--- src/rtl/axis_sync_pkt_fifo.sv ---
// Single-clock AXI-Stream FIFO carrying TLAST, with fill level, packet count,
// programmable almost-full/almost-empty flags and an optional store-and-forward mode.
module axis_sync_pkt_fifo #(
    parameter int unsigned AXIS_DATA_WIDTH   = 32,
    parameter int unsigned ADDR_WIDTH        = 4,
    parameter bit          PACKET_MODE       = 1'b0,
    parameter int unsigned PROG_FULL_THRESH  = 12,
    parameter int unsigned PROG_EMPTY_THRESH = 2
) (
    input  logic                       aclk,
    input  logic                       rstn,
    input  logic [AXIS_DATA_WIDTH-1:0] wr_axis_data,
    input  logic                       wr_axis_last,
    input  logic                       wr_axis_vld,
    output logic                       wr_axis_rdy,
    output logic [AXIS_DATA_WIDTH-1:0] rd_axis_data,
    output logic                       rd_axis_last,
    output logic                       rd_axis_vld,
    input  logic                       rd_axis_rdy,
    output logic [ADDR_WIDTH:0]        level,
    output logic [ADDR_WIDTH:0]        pkt_count,
    output logic                       prog_full,
    output logic                       prog_empty
);

    localparam int unsigned         DEPTH       = 2 ** ADDR_WIDTH;
    localparam logic [ADDR_WIDTH:0] LP_DEPTH    = {1'b1, {ADDR_WIDTH{1'b0}}};
    localparam logic [ADDR_WIDTH:0] LP_ONE      = {{ADDR_WIDTH{1'b0}}, 1'b1};
    localparam logic [ADDR_WIDTH:0] LP_FULL_TH  = PROG_FULL_THRESH[ADDR_WIDTH:0];
    localparam logic [ADDR_WIDTH:0] LP_EMPTY_TH = PROG_EMPTY_THRESH[ADDR_WIDTH:0];

    logic [AXIS_DATA_WIDTH:0]   r_mem [DEPTH];
    logic [ADDR_WIDTH:0]        r_wr_ptr;
    logic [ADDR_WIDTH:0]        r_rd_ptr;
    logic [ADDR_WIDTH:0]        r_level;
    logic [ADDR_WIDTH:0]        r_pkt_count;
    logic [ADDR_WIDTH:0]        r_mem_pkts;
    logic                       r_wr_rdy;
    logic                       r_rd_vld;
    logic                       r_rd_last;
    logic                       r_mid_frame;
    logic [AXIS_DATA_WIDTH-1:0] r_rd_data;

    logic                       w_wr_acc;
    logic                       w_rd_acc;
    logic                       w_mem_empty;
    logic                       w_elig;
    logic                       w_load;
    logic                       w_head_last;
    logic [AXIS_DATA_WIDTH-1:0] w_head_data;
    logic [ADDR_WIDTH:0]        w_level_nxt;
    logic [ADDR_WIDTH:0]        w_pkt_nxt;
    logic [ADDR_WIDTH:0]        w_mem_pkts_nxt;

    function automatic logic [ADDR_WIDTH:0] f_upd(input logic [ADDR_WIDTH:0] v,
                                                  input logic inc, input logic dec);
        case ({inc, dec})
            2'b10:   return v + LP_ONE;
            2'b01:   return v - LP_ONE;
            default: return v;
        endcase
    endfunction

    assign w_wr_acc    = wr_axis_vld & r_wr_rdy;
    assign w_rd_acc    = r_rd_vld & rd_axis_rdy;
    assign w_mem_empty = (r_wr_ptr == r_rd_ptr);
    assign {w_head_last, w_head_data} = r_mem[r_rd_ptr[ADDR_WIDTH-1:0]];

    // Store-and-forward gates on TLAST words still in memory (not the output
    // register), so a frame sitting in the output stage cannot release the
    // head of the following, still incomplete frame.
    always_comb begin
        w_elig = 1'b1;
        if (PACKET_MODE) begin
            w_elig = (r_mem_pkts != '0) | r_mid_frame |
                     ((r_level == LP_DEPTH) & (r_pkt_count == '0));
        end
    end

    assign w_load         = ~w_mem_empty & w_elig & (~r_rd_vld | rd_axis_rdy);
    assign w_level_nxt    = f_upd(r_level, w_wr_acc, w_rd_acc);
    assign w_pkt_nxt      = f_upd(r_pkt_count, w_wr_acc & wr_axis_last, w_rd_acc & r_rd_last);
    assign w_mem_pkts_nxt = f_upd(r_mem_pkts, w_wr_acc & wr_axis_last, w_load & w_head_last);

    always_ff @(posedge aclk) begin
        if (w_wr_acc) begin
            r_mem[r_wr_ptr[ADDR_WIDTH-1:0]] <= {wr_axis_last, wr_axis_data};
        end
    end

    always_ff @(posedge aclk or negedge rstn) begin
        if (!rstn) begin
            r_wr_ptr    <= '0;
            r_rd_ptr    <= '0;
            r_level     <= '0;
            r_pkt_count <= '0;
            r_mem_pkts  <= '0;
            r_wr_rdy    <= 1'b0;
            r_rd_vld    <= 1'b0;
            r_rd_last   <= 1'b0;
            r_rd_data   <= '0;
            r_mid_frame <= 1'b0;
        end else begin
            if (w_wr_acc) begin
                r_wr_ptr <= r_wr_ptr + LP_ONE;
            end
            if (w_load) begin
                r_rd_ptr    <= r_rd_ptr + LP_ONE;
                r_rd_data   <= w_head_data;
                r_rd_last   <= w_head_last;
                r_rd_vld    <= 1'b1;
                r_mid_frame <= ~w_head_last;
            end else if (w_rd_acc) begin
                r_rd_vld <= 1'b0;
            end
            r_level     <= w_level_nxt;
            r_pkt_count <= w_pkt_nxt;
            r_mem_pkts  <= w_mem_pkts_nxt;
            r_wr_rdy    <= (w_level_nxt < LP_DEPTH);
        end
    end

    assign wr_axis_rdy  = r_wr_rdy;
    assign rd_axis_data = r_rd_data;
    assign rd_axis_last = r_rd_last;
    assign rd_axis_vld  = r_rd_vld;
    assign level        = r_level;
    assign pkt_count    = r_pkt_count;
    assign prog_full    = (r_level >= LP_FULL_TH);
    assign prog_empty   = (r_level <= LP_EMPTY_TH);

endmodule

--- config.mk ---
export PLATFORM = sky130hd
export DESIGN_NAME = axis_sync_pkt_fifo
export DESIGN_NICKNAME = d
export VERILOG_FILES = /design/src/rtl/axis_sync_pkt_fifo.sv
export SDC_FILE = /design/constraint.sdc
export NUM_CORES = 1
export LEC_CHECK = 0
export CORE_ASPECT_RATIO = 0.8
export CORE_MARGIN = 2
export CORE_UTILIZATION = 45
export CTS_CLUSTER_DIAMETER = 60
export DETAILED_ROUTE_END_ITERATION = 8
export PLACE_DENSITY = 0.62
export SLEW_MARGIN = 25
export SYNTH_ARGS = -nofsm -noshare
export SYNTH_HDL_FRONTEND = slang
export SYNTH_SLANG_ARGS = --single-unit
--- constraint.sdc ---
create_clock -name aclk -period 5.6 [get_ports aclk]
set_input_delay 0.56 -clock aclk [delete_from_list [all_inputs] [get_ports aclk]]
set_output_delay 0.56 -clock aclk [all_outputs]
set_load 0.05 [all_outputs]
Yosys cells after proc, flatten, opt, wreduce, memory -nomap -nowiden
Memories as Yosys holds them, arrays and structs flattened. A register that Yosys moved wholly into a read port is not among the register bits.
Index checks and enable logic that the tools add are counted.
{"block": "totals", "n_memories": 1, "in_bits": 37, "output_inout_bits": 47, "regBits": 22, "mem_bits_rw": 528, "elab_cells": 38}
{"memory": "r_mem", "words": 16, "width": 33, "rd": 1, "rd_ports_with_merged_regs": 1, "write_ports": 1, "line_no": "32", "rtl": "logic [AXIS_DATA_WIDTH:0] r_mem [DEPTH];"}
{"block": "op_classes", "n_reduce_logical": 3, "n_bitwise": 8, "eq_ne": 5, "order_cmp": 3, "muxes": 6, "add_sub_neg": 6}
{"operator": "$add 5x1->5 const B", "n": 4}
{"operator": "$pmux 5 s2", "n": 2}
{"operator": "$sub 5x1->5 const B", "n": 2}
{"operator": "$and 1x1->1", "n": 5}
{"operator": "$eq 5x5->1", "n": 1}
{"operator": "$ge 5x4->1 const B", "n": 1}
{"operator": "$le 5x2->1 const B", "n": 1}
{"operator": "$lt 5x5->1 const B", "n": 1}
{"operator": "$eq 2x1->1 const B", "n": 2}
{"operator": "$eq 2x2->1 const B", "n": 2}
{"operator": "$mux 1", "n": 4}
{"operator": "$reduce_bool 2->1", "n": 2}
{"operator": "$not 1->1", "n": 2}
{"operator": "$logic_not 1->1", "n": 1}
{"operator": "$or 1x1->1", "n": 1}

Longest topological paths before layout
{"block": "logic_depth", "ltp_word": 4, "ltp_mapped": 12, "depth_no_buf": 10}

Worst setup path before layout
OpenSTA, ideal clock, no wires.
{"block": "synth_timing", "kind": "register to register", "from": "reg r_wr_rdy (netlist: wr_axis_rdy)", "to": "mem r_mem[3][0] (netlist bit), enable pin", "setup_time_ns": 0.464, "n_path_buf": 1, "path_stages_with_launch": 5, "t_arrival_ns": 3.536, "slack_ns": 1.599, "period_less_slack_ns": 4.001, "t_required_ns": 5.136, "cell_sequence": "dfrtp_1 -> and2_1 -> clkbuf_1 -> nand2_1 -> nor3_1"}
{"block": "synth_between", "elab_chain_len": 3}
{"element": "from (decl)", "line_no": "38", "rtl": "logic r_wr_rdy;"}
{"element": "from (signal assigned)", "line_no": "119", "rtl": "r_wr_rdy <= (w_level_nxt < LP_DEPTH);"}
{"element": "$and 1x1->1", "line_no": "64", "rtl": "assign w_wr_acc = wr_axis_vld & r_wr_rdy;"}
{"element": "$mux 1", "line_no": "86", "rtl": "if (w_wr_acc) begin"}
{"element": "$mux 1 (not written as such)", "line_no": "87", "rtl": "r_mem[r_wr_ptr[ADDR_WIDTH-1:0]] <= {wr_axis_last, wr_axis_data};"}
{"element": "to (decl)", "line_no": "32"}
Every way passes these cells.

Final worst setup path
{"block": "layout_timing", "from": "reg r_rd_ptr[0]", "to": "reg r_rd_ptr[1]"}
{"block": "layout_between", "elab_chain_len": 3, "elab_cells_between_ends": 4, "classes_between": "add/sub: 1; eq/ne: 1; bitwise: 2"}
{"element": "from (decl)", "line_no": "34", "rtl": "logic [ADDR_WIDTH:0] r_rd_ptr;"}
{"element": "from (signal assigned)", "line_no": "108", "rtl": "r_rd_ptr <= r_rd_ptr + LP_ONE;"}
{"element": "branches (longest 3 deep; another with $add 5x1->5)"}
Several ways; the timed one is not identified.
A chain may end at the register's enable or synchronous reset.

==> impl_metrics.sql <==
INSERT INTO impl_metrics (metric_group, metric, value, unit) VALUES
('clock_tree', 'tritoncts_clock_tree', 'built', ''),
('placed_design', 'dp_hpwl', '25.8', 'mm'),
('global_routing', 'congestion_overflow_gr', '0', ''),
('layout', 'antenna_cells', '0', ''),
('floorplanning', 'start_util', '0.454', ''),
('hold_path', 'worstHoldPathType', 'in -> async', ''),
('clock_tree', 'clk_transition_reported_paths', '60', 'ps'),
('clock_tree', 'insertion_delay', '590', 'ps'),
('sta', 'timing.final.max_slew_violations', '0', ''),
('sta', 'slew_headroom', '0.316', ''),
('worst_setup_path', 'crit_path_end_kind', 'flop', ''),
('placed_design', 'dpl-instance-area', '24700', 'um^2'),
('layout', 'layout.cells.most_common', 'sky130_fd_sc_hd__edfxtp_1', ''),
('routing', 'totalWireLength', '49.8', 'mm'),
('global_routing', 'first_pass_grt_wire_length', '74.7', 'mm'),
('routing', 'drt-vias-per-instance', '5.62', ''),
('synth', 'synthesis.area_per_instance', '19.7', 'um^2'),
('global_routing', 'grt_util_met2', '0.309', ''),
('sta', 'final-hold-violation-count', '0', ''),
('placed_design', 'portBuffers', '83', ''),
('clock_tree', 'cts_hold_repair.buffers', '0', ''),
('worst_setup_path', 'timing.rr.start', 'r_rd_ptr[0]', ''),
('synth', 'synth.lib_cells_used.distinct', '43', ''),
('synth', 'postSynthNetCount', '1218', ''),
('routing', 'dr.pass1.iters', '5', ''),
('synth', 'synth.yosys.warnings', '0', ''),
('placed_design', 'place.detailed.instances', '1890', ''),
('worst_setup_path', 'critPathMaxFanout', '41', ''),
('synth', 'synth_sequential_area_ratio', '0.747', ''),
('power_and_ir_drop', 'max-vdd-ir-drop', '0.322', 'mV'),
('clock_tree', 'cts_made_buffers', '56', ''),
('floorplanning', 'pin_count', '84', ''),
('sta', 'final_critical_path_setup_slack', '2290', 'ps'),
('synth', 'synth.ff_latch_count', '583', ''),
('sta', 'worst_hold_slack', '93.2', 'ps'),
('worst_setup_path', 'slowest_stage', 'sky130_fd_sc_hd__dfrtp_4', ''),
('global_routing', 'groute.usage.overall', '0.190', ''),
('floorplanning', 'die_area', '53100', 'um^2'),
('worst_setup_path', 'crit_type', 'reg -> reg', ''),
('clock_tree', 'cts.sinks', '583', ''),
('worst_setup_path', 'ff2ff_setup_slack', '2290', 'ps'),
('floorplanning', 'dieHeight', '207', 'um'),
('routing', 'wire_per_inst', '25.0', 'um'),
('routing', 'initialDrtViolationCount', '1018', ''),
('floorplanning', 'core-area', '50800', 'um^2'),
('routing', 'remaining_drc_errors', '0', ''),
('layout', 'final_design_area_no_fill', '26400', 'um^2'),
('worst_setup_path', 'cp-start-kind', 'flop', ''),
('layout', 'layout_cell_share_with_drive_strength_beyond_1', '0.158', ''),
('sta', 'final_clock_period_utilization_by_the_worst_path', '0.591', ''),
('worst_setup_path', 'worst_ep_arrival_time', '3780', 'ps'),
('outcome', 'run_status', 'finished clean', ''),
('clock_tree', 'post-cts-setup-buffers', '0', ''),
('layout', 'flow.area_growth_from_synthesis', '14.5', '%'),
('synth', 'netlist.top_cell.by_area', 'sky130_fd_sc_hd__edfxtp_1', ''),
('clock_tree', 'cts_max_level', '2', ''),
('worst_setup_path', 'path_cells', 'buf_4 -> xor2_1 -> nor3_2 -> a21oi_4 -> buf_4 -> mux2_2', ''),
('sta', 'skew', '17.7', 'ps'),
('global_routing', 'vias_in_the_first_global_route', '11500', ''),
('routing', 'route.vias.total', '11200', ''),
('clock_tree', 'cts.repair.resized', '0', ''),
('routing', 'antenna_violating_nets_post_route', '0', ''),
('sta', 'fmax', '302', 'MHz'),
('synth', 'post-synth-top-area-fraction', '0.687', ''),
('sta', 'timing.final.crit_period', '3310', 'ps'),
('worst_setup_path', 'r2r_cells', '6', ''),
('clock_tree', 'max-clock-path-buffers', '3', ''),
('synth', 'synth_area_leaders', 'sky130_fd_sc_hd__edfxtp_1 69%, sky130_fd_sc_hd__mux4_1 6.7%, sky130_fd_sc_hd__dfrtp_1 6.0%, sky130_fd_sc_hd__mux4_2 3.9%, sky130_fd_sc_hd__nor2b_1 1.8%', ''),
('power_and_ir_drop', 'power.leakage', '0.00862', 'uW'),
('layout', 'most-common-layout-cells', '528 x sky130_fd_sc_hd__edfxtp_1, 82 x sky130_fd_sc_hd__clkdlybuf4s50_1, 71 x sky130_fd_sc_hd__a21oi_1, 67 x sky130_fd_sc_hd__nor2b_1, 59 x sky130_fd_sc_hd__mux4_1', ''),
('global_routing', 'use_met1', '0.270', '');
## cell families (layout without fill, tap and decap cells)
kind of cell,count (synthesis),after routing,synth area share
flip-flops,583,583,0.747
multiplexers,168,168,0.138
AO/OA/AOI/OAI,154,154,0.0442
AND/OR/NAND/NOR,149,149,0.0343
buffers and inverters,77,218,0.0204
XOR/XNOR,26,26,0.00987
adder cells (fa/ha/maj),12,12,0.00650
## through the flow
step            util  total power [uW]
2_1_floorplan      -              8720
3_3_place_gp   0.485              9910
3_5_place_dp   0.485              9950
4_1_cts        0.519             13600
5_1_grt        0.520             14100
6_report       0.520             13400
## per-layer routing
metal | wire (um) | vias to the layer above | share of wire
met5 | 0 | - | 0
met3 | 2950 | 75 | 0.059
met1 | 22000 | 5824 | 0.44
met2 | 23800 | 334 | 0.48
li1 | - | 4964 | -
met4 | 1020 | 0 | 0.020
## cells in the mapped netlist (all sizes together)
library cell / n
xnor2: 10
nor2b: 67
a21boi: 1
xor2: 16
a22oi: 1
mux2: 36
buf: 38
and2: 2
a21o: 4
a21oi: 72
a221o: 1
clkbuf: 32
mux2i: 33
and3: 1
nand3b: 2
a211oi: 33
a2111oi: 34
nand3: 1
o221ai: 1
nor4bb: 2
o31ai: 1
edfxtp: 528
nand2b: 5
mux4: 99
o21ai: 5
o21a: 1
dfrtp: 55
nor3: 5
nor2: 50
nand2: 10
dlygate4sd1: 2
nor4b: 1
inv: 5
nand4: 3
ha: 12
## power by group
| part | internal (uW) | switching [uW] |
|---|---|---|
| registers | 5220 | 483 |
| logic | 1740 | 2390 |
| clock network | 2020 | 1590 |
| total | 8970 | 4460 |
## worst max-delay path, delay by kind of cell (launching register included)
| kind | cells | cell delay, ps |
|---|---|---|
| buffers and inverters | 2 | 970 |
| flip-flops | 1 | 850 |
| AO/OA/AOI/OAI | 1 | 650 |
| multiplexers | 1 | 380 |
| XOR/XNOR | 1 | 230 |
| AND/OR/NAND/NOR | 1 | 90 |
## worst min path at each step
| stage | from | endpoint | cells after the start |
|---|---|---|---|
| after global routing | rstn | rd_axis_data[27] | 1 |
| after CTS | rstn | rd_axis_data[27] | 1 |
| after global placement | pkt_count[4] | pkt_count[4] | 1 |
| final | rstn | rd_axis_data[27] | 1 |
| after floorplan | rstn | async pin | 0 |
| after detailed placement | pkt_count[4] | pkt_count[4] | 1 |
## sequential cells by signal (all words and copies together) (netlist names), named ones only
| name | cells |
|---|---|
| r_wr_ptr | 5 |
| rd_axis_data | 32 |
| rd_axis_vld | 1 |
| r_rd_ptr | 5 |
| pkt_count | 5 |
| r_mem | 528 |
| rd_axis_last | 1 |
| level | 4 |
| wr_axis_rdy | 1 |
## cell type report
| class | count | area, um^2 |
|---|---|---|
| Fill cell | 4008 | 24400 |
| Sequential cell | 583 | 17200 |
| Multi-Input combinational cell | 509 | 5500 |
| Clock buffer | 67 | 1440 |
| Timing Repair Buffer | 111 | 1080 |
| Tap cell | 684 | 856 |
| Clock inverter | 35 | 288 |
| Inverter | 5 | 18.8 |
Power figures use the tool's default switching activity.
